### config.mk
export PLATFORM = sky130hd
export DESIGN_NAME = uart_frame_tx
export DESIGN_NICKNAME = d
export VERILOG_FILES = /design/src/rtl/uart_frame_pkg.sv /design/src/rtl/frame_byte_fifo.sv /design/src/rtl/uart_frame_tx.sv
export SDC_FILE = /design/constraint.sdc
export NUM_CORES = 2
export LEC_CHECK = 0
export CAP_MARGIN = 20
export CORE_MARGIN = 1
export CORE_UTILIZATION = 25
export CTS_CLUSTER_DIAMETER = 80
export DETAILED_ROUTE_END_ITERATION = 10
export HOLD_SLACK_MARGIN = 0.1
export PLACE_DENSITY = 0.4
export SKIP_CTS_REPAIR_TIMING = 1
export SLEW_MARGIN = 20
export SYNTH_ARGS = -nofsm -noshare
export SYNTH_HDL_FRONTEND = slang
export SYNTH_SLANG_ARGS = --single-unit
### constraint.sdc
create_clock -name i_clk -period 3.6 [get_ports i_clk]
set_clock_uncertainty 0.1 [all_clocks]
set_input_delay 1.08 -clock i_clk [delete_from_list [all_inputs] [get_ports i_clk]]
set_output_delay 1.08 -clock i_clk [all_outputs]
set_load 0.01 [all_outputs]
### src/rtl/uart_frame_pkg.sv
// Shared frame constants and state encodings for the UART command-frame
// transmitter. The receive path imports the same package so both ends agree
// on the preamble value and on the field order.
package uart_frame_pkg;

    // Frame start byte
    localparam logic [7:0] FRAME_PREAMBLE = 8'h55;

    // Field order on the wire: preamble, command, length, payload
    typedef enum logic [1:0] {
        FIELD_PRE  = 2'd0,
        FIELD_CMD  = 2'd1,
        FIELD_LEN  = 2'd2,
        FIELD_DATA = 2'd3
    } frame_field_t;

    // Transmitter control states
    typedef enum logic [2:0] {
        ST_IDLE      = 3'd0,
        ST_COLLECT   = 3'd1,
        ST_SEND_PRE  = 3'd2,
        ST_SEND_CMD  = 3'd3,
        ST_SEND_LEN  = 3'd4,
        ST_SEND_DATA = 3'd5
    } frame_state_t;

    // True for the states that put a byte on the UART side
    function automatic logic is_send_state(input frame_state_t s);
        return (s == ST_SEND_PRE) || (s == ST_SEND_CMD) ||
               (s == ST_SEND_LEN) || (s == ST_SEND_DATA);
    endfunction

endpackage

### src/rtl/frame_byte_fifo.sv
// Single-clock byte FIFO used to hold one frame's payload while its length is
// being counted. Storage is a plain array so it maps onto block RAM; the read
// port is registered, so data appears the cycle after rd_en.
module frame_byte_fifo #(
    parameter int P_AW = 8
) (
    input  logic       clk,
    input  logic       rst,
    input  logic       wr_en,
    input  logic [7:0] wr_data,
    input  logic       rd_en,
    output logic [7:0] rd_data
);

    logic [7:0]      mem [0:(1 << P_AW) - 1];
    logic [P_AW-1:0] wr_ptr_reg;
    logic [P_AW-1:0] rd_ptr_reg;
    logic [7:0]      rd_data_reg;

    // Write port: no reset on the storage itself
    always_ff @(posedge clk) begin
        if (wr_en) begin
            mem[wr_ptr_reg] <= wr_data;
        end
    end

    // Pointers and registered read data; reset discards any buffered payload
    always_ff @(posedge clk or posedge rst) begin
        if (rst) begin
            wr_ptr_reg  <= '0;
            rd_ptr_reg  <= '0;
            rd_data_reg <= 8'h00;
        end else begin
            if (wr_en) begin
                wr_ptr_reg <= wr_ptr_reg + 1'b1;
            end
            if (rd_en) begin
                rd_data_reg <= mem[rd_ptr_reg];
                rd_ptr_reg  <= rd_ptr_reg + 1'b1;
            end
        end
    end

    assign rd_data = rd_data_reg;

endmodule

### src/rtl/uart_frame_tx.sv
// Command-frame transmitter: collects a payload stream, counts it, then sends
// preamble, command, length and payload one byte at a time to the UART driver.
module uart_frame_tx
    import uart_frame_pkg::*;
#(
    parameter logic [7:0] P_PREAMBLE = FRAME_PREAMBLE,
    parameter int         P_MAX_LEN  = 255,
    parameter int         P_FIFO_AW  = 8
) (
    input  logic       i_clk,
    input  logic       i_rst,
    input  logic [7:0] i_cmd,
    input  logic [7:0] i_dma_tdata,
    input  logic       i_dma_tlast,
    input  logic       i_dma_tvalid,
    output logic       o_dma_tready,
    output logic [7:0] o_usr_tx_data,
    output logic       o_usr_tx_valid,
    input  logic       i_usr_tx_ready,
    output logic       o_busy,
    output logic       o_len_err
);

    localparam logic [7:0] MAX_LEN8 = 8'(P_MAX_LEN);

    frame_state_t state_reg;
    logic [7:0]   cmd_reg;
    logic [7:0]   count_reg;
    logic [7:0]   data_idx_reg;
    logic         wait_busy_reg;
    logic         tready_reg;
    logic [7:0]   tx_data_reg;
    logic         tx_valid_reg;
    logic         busy_reg;
    logic         len_err_reg;

    logic         beat_acc;
    logic [7:0]   count_inc;
    logic         can_issue;
    logic         last_data;
    logic         fifo_rd_en;
    logic [7:0]   fifo_rd_data;

    assign beat_acc  = i_dma_tvalid & tready_reg;
    assign count_inc = count_reg + 8'd1;
    // A byte may go out only once the driver has dropped ready after the
    // previous strobe and then raised it again.
    assign can_issue = is_send_state(state_reg) & ~wait_busy_reg & i_usr_tx_ready;
    assign last_data = (data_idx_reg == (count_reg - 8'd1));
    // Read ahead: fetch payload byte 0 on the length strobe, and the next one
    // on every data strobe, so the registered FIFO output is ready in time.
    assign fifo_rd_en = can_issue &
                        ((state_reg == ST_SEND_LEN) ||
                         ((state_reg == ST_SEND_DATA) && !last_data));

    frame_byte_fifo #(
        .P_AW (P_FIFO_AW)
    ) u_fifo (
        .clk     (i_clk),
        .rst     (i_rst),
        .wr_en   (beat_acc),
        .wr_data (i_dma_tdata),
        .rd_en   (fifo_rd_en),
        .rd_data (fifo_rd_data)
    );

    // Frame control FSM with registered outputs
    always_ff @(posedge i_clk or posedge i_rst) begin
        if (i_rst) begin
            state_reg     <= ST_IDLE;
            cmd_reg       <= 8'h00;
            count_reg     <= 8'h00;
            data_idx_reg  <= 8'h00;
            wait_busy_reg <= 1'b0;
            tready_reg    <= 1'b0;
            tx_data_reg   <= 8'h00;
            tx_valid_reg  <= 1'b0;
            busy_reg      <= 1'b0;
            len_err_reg   <= 1'b0;
        end else begin
            tx_valid_reg <= 1'b0;
            len_err_reg  <= 1'b0;

            // Re-arm the issue path once the driver has shown it is busy
            if (wait_busy_reg && !i_usr_tx_ready) begin
                wait_busy_reg <= 1'b0;
            end

            if (can_issue) begin
                tx_valid_reg  <= 1'b1;
                wait_busy_reg <= 1'b1;
            end

            case (state_reg)
                ST_IDLE: begin
                    tready_reg <= 1'b1;
                    if (beat_acc) begin
                        cmd_reg   <= i_cmd;
                        count_reg <= 8'd1;
                        busy_reg  <= 1'b1;
                        if (i_dma_tlast || (MAX_LEN8 == 8'd1)) begin
                            state_reg   <= ST_SEND_PRE;
                            tready_reg  <= 1'b0;
                            len_err_reg <= ~i_dma_tlast;
                        end else begin
                            state_reg <= ST_COLLECT;
                        end
                    end
                end
                ST_COLLECT: begin
                    if (beat_acc) begin
                        count_reg <= count_inc;
                        if (i_dma_tlast || (count_inc == MAX_LEN8)) begin
                            state_reg   <= ST_SEND_PRE;
                            tready_reg  <= 1'b0;
                            len_err_reg <= ~i_dma_tlast;
                        end
                    end
                end
                ST_SEND_PRE: begin
                    if (can_issue) begin
                        tx_data_reg <= P_PREAMBLE;
                        state_reg   <= ST_SEND_CMD;
                    end
                end
                ST_SEND_CMD: begin
                    if (can_issue) begin
                        tx_data_reg <= cmd_reg;
                        state_reg   <= ST_SEND_LEN;
                    end
                end
                ST_SEND_LEN: begin
                    if (can_issue) begin
                        tx_data_reg  <= count_reg;
                        data_idx_reg <= 8'd0;
                        state_reg    <= ST_SEND_DATA;
                    end
                end
                ST_SEND_DATA: begin
                    if (can_issue) begin
                        tx_data_reg  <= fifo_rd_data;
                        data_idx_reg <= data_idx_reg + 8'd1;
                        if (last_data) begin
                            state_reg <= ST_IDLE;
                            busy_reg  <= 1'b0;
                            count_reg <= 8'd0;
                        end
                    end
                end
                default: begin
                    state_reg  <= ST_IDLE;
                    tready_reg <= 1'b0;
                end
            endcase
        end
    end

    assign o_dma_tready   = tready_reg;
    assign o_usr_tx_data  = tx_data_reg;
    assign o_usr_tx_valid = tx_valid_reg;
    assign o_busy         = busy_reg;
    assign o_len_err      = len_err_reg;

endmodule

==> metrics.yaml <==
synthesis:
  synthFlopType: "edfxtp_1"
  yosysSeqAreaShare_pct: 76.2
  ys_ff_latch: 2112
  synth.top_cells.by_count: "edfxtp_1 (2048), mux4_2 (434), nor2_1 (306)"
  syn_nets: 4153
  synth_warnings: 0
  synth_area_per_cell_sq_um: 20.1
  async_reset_ff_share_pct: 3.03
  synth_edf_count: 2048
  netlist_instances: 4123
  synth.most_common_cell: "edfxtp_1"
  synth_area_leaders: "edfxtp_1 (74%), mux4_2 (12%), mux2i_1 (2.6%)"
  synthesis.area_sq_mm: 0.0828
  yosysTopAreaCell: "edfxtp_1"
  ys_types: 83
  synth_top_area_share_pct: 74.3
sta:
  rsz0062_at_grt: "true"
  setup_violations: 0
  fmax_mhz: 279
  fin_crit_sh_pct: 99.6
  tightest_slew_ns: 1.07
  holdWs_ns: 0.411
  period_needed_ns: 3.59
  final_max_slew_viol_count: 0
  tns_ns: 0
  hold_viol_final: 0
  slew_headroom_pct: 28.2
job:
  drv_cap: 0
die:
  coreArea_sq_mm: 0.328
  rows: 210
  die_h_microns: 578
  dieArea_sq_mm: 0.334
  ios: 33
  initial_core_util_pct: 25.2
  die_w_microns: 578
final_layout:
  regMostFlops: "u_fifo.mem"
  layout-drive-gt1-share_pct: 31.1
  finalNonFillerCells: 9390
  utilization_pct: 31.0
  largest_reg_flops: 2048
  nets: 4883
  area_delta_synth_final_pct: 23.1
  fillers: 31900
worst_setup_path:
  cp_top_family: "multiplexers"
  crit_slowest_cell: "mux4_2"
  path_class: "reg -> reg"
  rrSetupSlack_ns: 0.01
  cp_max_fo: 21
  startpoint_type: "register"
  path_cells: "buf_12, buf_12, mux4_2, mux2i_1, o22ai_1, or3_1, a31oi_1, buf_4, o32ai_1, mux2_2"
  crit_buf_inv: 3
  worstPathRequired_ns: 4.26
  arrival_ns: 4.25
  critPathCaptureType: "register"
  cpMostUsedCell: "buf_12"
  cp_slowest_stage_delay_ns: 0.56
status:
  outcome: "finished, final reports clean"
detailed_routing:
  drc: 0
  drt_first_iter_violations: 4445
  vias: 44100
  wl_microns: 280000
  wl_met1_microns: 127000
  viasPerCell: 4.69
  first_pass_iters: 5
  routedWlPerCell_microns: 29.9
  met2_length_microns: 132000
  top_layer: "met5"
  wl_met3_microns: 13800
  ant_nets: 0
clocking:
  clkLatencyLatePin_ns: 0.91
  numCtsBuffers: 236
  path_clk_slew_ns: 0.07
  clkSinkCount: 2112
  htree_levels: 4
  cts_tree: "done"
  cts.path.max_buffers: 4
  cts_root_buffer: "clkbuf_16"
hold_path:
  hp-class: "reg -> reg"
global_route:
  antenna_found_initial: 24
  grt-ovfl-total: 0
  grt_pass1_wl_microns: 386000
  grt_start_max_net_pins: 94
  grtUsageTotal_pct: 16.6
  grt_pass1_vias: 45800
place:
  gp_congestion: 0.839
  port_buffers: 32
  dp_cells: 8949
  hpwl_microns: 186000
power:
  seqPwrFrac_pct: 38.1
  powerDensity_mw_per_mm2: 717
  p_leak_uw: 0.0327
  ir_drop_mv: 0.530
  p_comb_share_pct: 29.3
  netSwitchingFraction_pct: 31.4
  power_switching_uw: 22900
  p_clk_share_pct: 32.6
  internal_power_uw: 50200
-- power groups by stage --
stage,Clock (uW),Combinational [uW],Sequential [uW]
3_3_place_gp,0,21500,28300
5_1_grt,25300,22400,27900
2_1_floorplan,0,11200,28000
6_report,23800,21400,27800
3_5_place_dp,0,21500,28300
4_1_cts,24500,21500,27800
-- layout by cell type (no fill, tap or decap), drive strengths merged, types with 11 or more instances in the layout --
cell type / count
a2111oi: 12
a211oi: 26
a21oi: 75
a221oi: 29
a22o: 15
a22oi: 75
a31oi: 20
and3: 13
buf: 716
bufinv: 25
clkbuf: 297
clkdlybuf4s50: 24
clkinv: 91
dfrtp: 64
edfxtp: 2048
inv: 25
mux2: 32
mux2i: 211
mux4: 434
nand2: 126
nand2b: 14
nand3: 29
nand3b: 11
nor2: 306
nor2b: 20
nor3: 14
nor4: 12
o2111ai: 12
o21ai: 44
o221ai: 37
o22ai: 37
xnor2: 20
-- worst paths after layout --
kind                            cells after the start                          endpoint                             start
worst max-delay path                               10     u_fifo.rd_data[2]$_DFFE_PP0P_  u_fifo.rd_ptr_reg[0]$_DFFE_PP0P_
worst min-delay path                                1            cmd_reg[2]$_DFFE_PP0P_            cmd_reg[2]$_DFFE_PP0P_
worst max register to register                     10     u_fifo.rd_data[2]$_DFFE_PP0P_  u_fifo.rd_ptr_reg[0]$_DFFE_PP0P_
worst min register to register                      1            cmd_reg[2]$_DFFE_PP0P_            cmd_reg[2]$_DFFE_PP0P_
max in group asynchronous                           3  u_fifo.rd_ptr_reg[2]$_DFFE_PP0P_                             i_rst
min in group asynchronous                           3          count_reg[1]$_DFFE_PP0P_                             i_rst
-- logic make-up (layout without fill, tap and decap cells) --
group	count (synthesis)	in the layout	share of synthesized area [%]
AOI/OAI and AO/OA	444	444	3.87
xor gates and xnor gates	29	29	0.307
adders and majority gates	9	9	0.136
buffers and inverters	271	1187	1.60
DFF	2112	2112	76.2
muxes	677	677	14.8
other	0	5	0
and+or+nand+nor	581	581	3.09
-- stage by stage --
step | cell area [sq um] | power (uW) | setup slack [ns]
2_1_floorplan | 82800 | 39300 | 0.496
3_3_place_gp | 94100 | 49800 | -0.872
3_5_place_dp | 94100 | 49800 | -0.567
4_1_cts | 102000 | 73800 | -0.142
5_1_grt | 102000 | 75600 | -0.0225
6_report | 102000 | 73100 | 0.0128
-- layout make-up --
cell class	instances	area, sq um	share of cell area, %
tap	4346	5440	5.34
multi-input combinational	1740	18500	18.2
antenna	5	12.5	0.0123
clock inverter	129	1350	1.32
sequential	2112	63100	61.9
inverter	20	77.6	0.0761
clock buffer	295	6190	6.07
timing repair buffer	743	7170	7.04
-- routing by layer --
metal  global-route usage (%)  vias to the layer above
met1                     23.5                    23900
met2                     26.8                     1245
met5                        0                        -
met3                     2.29                      344
li1                         -                    18600
met4                     4.37                        2
-- worst register-to-register path: stages, from the launching register on --
cell	delay, ns
dfrtp_4	0.45
buf_12	0.22
buf_12	0.25
mux4_2	0.61
mux2i_1	0.26
o22ai_1	0.17
or3_1	0.50
a31oi_1	0.29
buf_4	0.22
o32ai_1	0.08
mux2_2	0.27
(Power assumes the default switching activity.)
